===== src/rtl/regfile_wb_arbiter.sv =====
// regfile_wb_arbiter: merges ALU and load results into one registered register-file write per cycle.
// Optional REGFILE_WB_PERF_EN adds a saturating load-stall cycle counter.
module regfile_wb_arbiter #(
    parameter int WIDTH = 32,
    parameter int INDEX = 5,
    parameter int DEPTH = 4
) (
    input  logic                  clk_in,
    input  logic                  rst_in,
    input  logic                  issue_in,
    input  logic [INDEX-1:0]      issue_rd_in,
    input  logic                  alu_valid_in,
    output logic                  alu_ready_out,
    input  logic [INDEX-1:0]      alu_rd_in,
    input  logic [WIDTH-1:0]      alu_data_in,
    input  logic                  ld_valid_in,
    output logic                  ld_ready_out,
    input  logic [INDEX-1:0]      ld_rd_in,
    input  logic [WIDTH-1:0]      ld_data_in,
    output logic                  we_out,
    output logic [INDEX-1:0]      address_w_out,
    output logic [WIDTH-1:0]      data_w_out,
    output logic [2**INDEX-1:0]   busy_out,
    output logic                  err_out
`ifdef REGFILE_WB_PERF_EN
   ,output logic [31:0]           ld_stall_cnt_out
`endif
);
    localparam int PW = $clog2(DEPTH);
    localparam int NREG = 2**INDEX;

    logic [PW-1:0]    wr_ptr_q, wr_ptr_d, rd_ptr_q, rd_ptr_d;
    logic [PW:0]      count_q, count_d;
    logic [INDEX-1:0] rd_mem [DEPTH];
    logic [WIDTH-1:0] data_mem [DEPTH];
    logic             we_q, we_d, err_q, err_d;
    logic [INDEX-1:0] address_w_q, address_w_d;
    logic [WIDTH-1:0] data_w_q, data_w_d;
    logic [NREG-1:0]  busy_q, busy_d, set_mask, clr_mask;
    logic             full, empty, alu_xfer, ld_xfer, pop, bypass, push, win, wr;
    logic [INDEX-1:0] win_rd;
    logic [WIDTH-1:0] win_data;

    assign full          = count_q == (PW+1)'(DEPTH);
    assign empty         = count_q == '0;
    assign alu_ready_out = !full;
    assign ld_ready_out  = !full;

    always_comb begin
        alu_xfer    = alu_valid_in && alu_ready_out;
        ld_xfer     = ld_valid_in && ld_ready_out;
        // A full FIFO blocks the load, so its head always wins then
        pop         = !ld_xfer && !empty;
        bypass      = !ld_xfer && empty && alu_xfer;
        push        = alu_xfer && !bypass;
        win         = pop || ld_xfer || bypass;
        win_rd      = pop ? rd_mem[rd_ptr_q] : ld_xfer ? ld_rd_in : alu_rd_in;
        win_data    = pop ? data_mem[rd_ptr_q] : ld_xfer ? ld_data_in : alu_data_in;
        wr_ptr_d    = wr_ptr_q + PW'(push);
        rd_ptr_d    = rd_ptr_q + PW'(pop);
        count_d     = count_q + (PW+1)'(push) - (PW+1)'(pop);
        wr          = win && win_rd != '0;
        we_d        = wr;
        address_w_d = wr ? win_rd : address_w_q;
        data_w_d    = wr ? win_data : data_w_q;
        clr_mask    = wr ? NREG'(1) << win_rd : '0;
        set_mask    = (issue_in && issue_rd_in != '0) ? NREG'(1) << issue_rd_in : '0;
        busy_d      = (busy_q & ~clr_mask) | set_mask;
        err_d       = err_q || (|(set_mask & busy_q)) || (wr && !busy_q[win_rd]);
    end

    always_ff @(posedge clk_in or posedge rst_in) begin
        if (rst_in) begin
            wr_ptr_q    <= '0;
            rd_ptr_q    <= '0;
            count_q     <= '0;
            we_q        <= 1'b0;
            address_w_q <= '0;
            data_w_q    <= '0;
            busy_q      <= '0;
            err_q       <= 1'b0;
        end else begin
            wr_ptr_q    <= wr_ptr_d;
            rd_ptr_q    <= rd_ptr_d;
            count_q     <= count_d;
            we_q        <= we_d;
            address_w_q <= address_w_d;
            data_w_q    <= data_w_d;
            busy_q      <= busy_d;
            err_q       <= err_d;
        end
    end

    always_ff @(posedge clk_in) begin
        if (push) begin
            rd_mem[wr_ptr_q]   <= alu_rd_in;
            data_mem[wr_ptr_q] <= alu_data_in;
        end
    end

    assign we_out        = we_q;
    assign address_w_out = address_w_q;
    assign data_w_out    = data_w_q;
    assign busy_out      = busy_q;
    assign err_out       = err_q;

`ifdef REGFILE_WB_PERF_EN
    logic [31:0] stall_q, stall_d;

    always_comb begin
        stall_d = (ld_valid_in && !ld_ready_out && stall_q != '1) ? stall_q + 32'd1 : stall_q;
    end

    always_ff @(posedge clk_in or posedge rst_in) begin
        if (rst_in) stall_q <= '0;
        else        stall_q <= stall_d;
    end

    assign ld_stall_cnt_out = stall_q;
`endif
endmodule


===== config.mk =====
export PLATFORM = sky130hd
export DESIGN_NAME = regfile_wb_arbiter
export DESIGN_NICKNAME = d
export VERILOG_FILES = /design/src/rtl/regfile_wb_arbiter.sv
export SDC_FILE = /design/constraint.sdc
export NUM_CORES = 1
export LEC_CHECK = 0
export BUFFER_PORTS_ARGS = -buffer_cell sky130_fd_sc_hd__buf_2
export CAP_MARGIN = 5
export CORE_MARGIN = 2
export CORE_UTILIZATION = 40
export CTS_CLUSTER_SIZE = 40
export DETAILED_ROUTE_END_ITERATION = 10
export GPL_ROUTABILITY_DRIVEN = 0
export GPL_TIMING_DRIVEN = 1
export SYNTH_ARGS = -nofsm -noshare
export SYNTH_HDL_FRONTEND = slang
export SYNTH_SLANG_ARGS = --single-unit

===== constraint.sdc =====
create_clock -name clk_in -period 7.75 [get_ports clk_in]
set_input_delay 0.775 -clock clk_in [delete_from_list [all_inputs] [get_ports clk_in]]
set_output_delay 0.775 -clock clk_in [all_outputs]
set_load 0.05 [all_outputs]

==> summary.md <==
| Metric | Value |
|---|---|
| CP Cell Sequence | `buf_4 -> mux4_2 -> and3b_1 -> a31oi_2 -> o31a_2 -> buf_4 -> o41ai_2 -> o41ai_2` |
| CTS Sinks | `226` |
| Minimum clock period | `3.60 ns` |
| Area growth from synthesis to layout | `19.1%` |
| Die Height | `161 um` |
| FF+latch count, synth | `226` |
| Final wirelength | `24800 um` |
| Top_reg_cell synth | `edfxtp_1` |
| Overflow after GRT | `0` |
| CTS buffer count | `25` |
| CP Buf/Inv Count | `2` |
| Clock transition at path regs | `0.06 ns` |
| Peak VDD IR | `0.227 mV` |
| Lkg Pwr | `4.42 nW` |
| Syn nets | `782` |
| Critical Path End Type | `flop` |
| Max cap viols | `0` |
| Vias per std cell | `5.66` |
| Share of cells above drive strength 1 | `31.1%` |
| Largest net degree at the start of global routing | `51` |
| Setup bufs post-CTS | `0` |
| Worst-Margin Slew | `1.06 ns` |
| Pwr Total | `5.28 mW` |
| First-pass GRT wire length | `38600 um` |
| Ys async rst share | `34.5%` |
| Area of the core | `0.0242 mm2` |
| Die outline width | `161 um` |
| Clk_lat worst skew | `0.53 ns` |
| Origin of the worst setup path | `rd_ptr_q[0]` |
| Family with the most delay on the worst path | `compound AO/OA/AOI/OAI gates` |
| Critical path depth | `8` |
| Antenna Nets Post-Route | `0` |
| Worst path max stage delay | `0.67 ns` |
| R2R cell count | `8` |
| Slowest CP cell | `o31a_2` |
| Data arrival, critical path | `4.04 ns` |
| Seq/Total Area, Yosys | `65.2%` |
| Port bufs | `156` |
| Hold Fails Final Rpt | `0` |
| Max Freq | `0.277 GHz` |
| CTS Buffer Depth | `3` |
| Status | `completed` |
| Critical Path Fanout Max | `39` |
| Pins Over Slew Limit | `0` |
| Period utilisation layout | `46.5%` |
| Critical Path Sink | `err_out` |
| RR Startpoint | `rd_ptr_q[0]` |
| Area of the mapped netlist | `0.00981 mm2` |
| Critical path type | `flop to flop` |
| Root buffer cell | `clkbuf_16` |
| Pre-Repair DR Iteration Count | `5` |
| Synth Instances | `693` |
| Post-synth EDFFs | `148` |
| Rows | `57` |
| # hold bufs at CTS | `0` |
| Initial antenna violation count | `2` |
| Reg2Reg Setup Slack | `4.15 ns` |
| Initial core utilization | `40.6%` |
| Setup TNS Final | `0 ns` |
| Drt wl/cell | `20.9 um` |
| Avg Inst Size Synth | `14.2 um2` |
| IO Pins | `157` |
| HPWL after DPL | `16400 um` |
| Synth cell types | `62` |
| Vias in the first global route | `6617` |
| # resized after CTS | `0` |
| Die area | `0.0258 mm2` |
| R2R Path End | `err_out` |
| RSZ-0062 raised after global routing | `false` |
| Worst min path class | `input port to async pin` |
| Number of setup violations in the final report | `0` |
| CP startpoint kind | `flop` |
| WP data required | `8.18 ns` |
| DR iter-0 viols | `592` |
| Remaining routing DRC violations | `0` |
| Yosys warns | `0` |
| DR vias | `6716` |
| # H-tree levels | `1` |
| Final Skew | `0.0130 ns` |
| CTS tree | `yes` |
| Relative slew slack | `29.5%` |
| GRT Util Overall | `19.2%` |
| N_diodes | `0` |
| Pwr Density | `452 mW/mm2` |
| Fin nets | `933` |
==> through the flow <==
stage	hold slack (ns)	cells	area, um2	worst slack [ns]	util (%)
final	0.259	1186	11700	4.15	48.3
after CTS	0.273	1186	11700	4.06	48.3
after detailed placement	0.398	1141	10900	3.69	45.1
after global routing	0.300	1186	11700	3.78	48.3
after floorplan	0.480	693	9810	3.12	-
after global placement	0.398	1141	10900	3.76	45.1
==> cells in the final DEF, fill, tap and decap left out, types with 4 or more instances in the layout <==
cell type	count
nor2_1	49
o221ai_1	35
o22ai_1	4
a21oi_1	10
nand3_1	15
mux2_2	5
mux2i_1	8
clkbuf_1	11
dfrtp_1	76
clkinv_2	5
edfxtp_1	148
o21ai_0	62
ha_1	4
nand2_1	63
clkbuf_16	26
buf_4	10
nand2b_1	8
a31oi_1	33
mux4_2	39
inv_1	10
nor2b_1	5
buf_2	156
==> final cells by class <==
| type | count | area [um2] |
|---|---|---|
| Fill cell | 2155 | 12500 |
| Tap cell | 324 | 405 |
| Clock buffer | 40 | 733 |
| Timing Repair Buffer | 166 | 856 |
| Sequential cell | 226 | 6400 |
| Clock inverter | 5 | 40.0 |
| Multi-Input combinational cell | 412 | 3200 |
| Inverter | 13 | 50.0 |
==> state kept, by name, summed over array words and instances (netlist names), 2 cells and up <==
signal         cells
address_w_out      5
data_mem         128
busy_out          32
count_q            3
wr_ptr_q           2
rd_mem            20
data_w_out        32
rd_ptr_q           2
==> worst reg2reg max path: stages, from the launching register on <==
cell,delay [ns]
dfrtp_2,0.42
buf_4,0.62
mux4_2,0.36
and3b_1,0.18
a31oi_2,0.30
o31a_2,0.67
buf_4,0.49
o41ai_2,0.16
o41ai_2,0.31
==> worst min path at each step <==
stage	depth (start not counted)	end	start	slack, ns
finish	2	data_w_out[25]	rst_in	0.26
global route	2	data_w_out[25]	rst_in	0.30
CTS	2	data_w_out[25]	rst_in	0.27
detailed placement	0	busy_out[0]	busy_out[0]	0.40
global placement	0	busy_out[0]	busy_out[0]	0.40
floorplan	1	rd_ptr_q[0]	rd_ptr_q[0]	0.48
==> metal layers <==
| layer | GRT usage, % | routed length (um) | vias to the layer above | part of all wire, % |
|---|---|---|---|---|
| met2 | 30.8 | 11700 | 287 | 47 |
| met1 | 27.7 | 10700 | 3353 | 43 |
| li1 | - | - | 3030 | - |
| met5 | 0 | 27 | - | 0.11 |
| met3 | 2.92 | 1820 | 42 | 7.3 |
| met4 | 4.59 | 516 | 4 | 2.1 |
==> cell families after synthesis <==
kind of cell,Yosys count,share of synthesized area [%]
DFF,226,65.2
xor gates and xnor gates,4,0.357
muxes,52,10.3
buffers and inverters,55,2.36
adders and majority gates,5,0.714
and+or+nand+nor,165,7.77
AOI/OAI and AO/OA,186,13.2
==> synth_stat cells, types with 4 or more instances <==
library cell	instances	area share, %
mux2_2	5	0.57
mux4_2	39	9.0
o31a_1	4	0.36
o22ai_1	4	0.26
inv_1	11	0.42
a31oi_1	33	2.1
nor2b_1	5	0.32
nand2b_1	8	0.51
o21ai_0	62	3.2
a21oi_1	10	0.51
mux2i_1	8	0.82
nand2_1	63	2.4
o221ai_1	35	3.1
nand3_1	15	0.77
and3_1	4	0.26
ha_1	4	0.51
buf_2	11	0.56
edfxtp_1	148	45
buf_1	5	0.19
nor2_1	50	1.9
dfrtp_1	78	20
clkbuf_1	23	0.88
==> power by group <==
group	switching, mW	leakage, nW	internal [mW]
logic	1.58	1.75	0.702
registers	0.223	2.29	1.66
clock network	0.461	0.380	0.649
total	2.26	4.42	3.02
No activity file was read; power rests on OpenSTA's default activity.
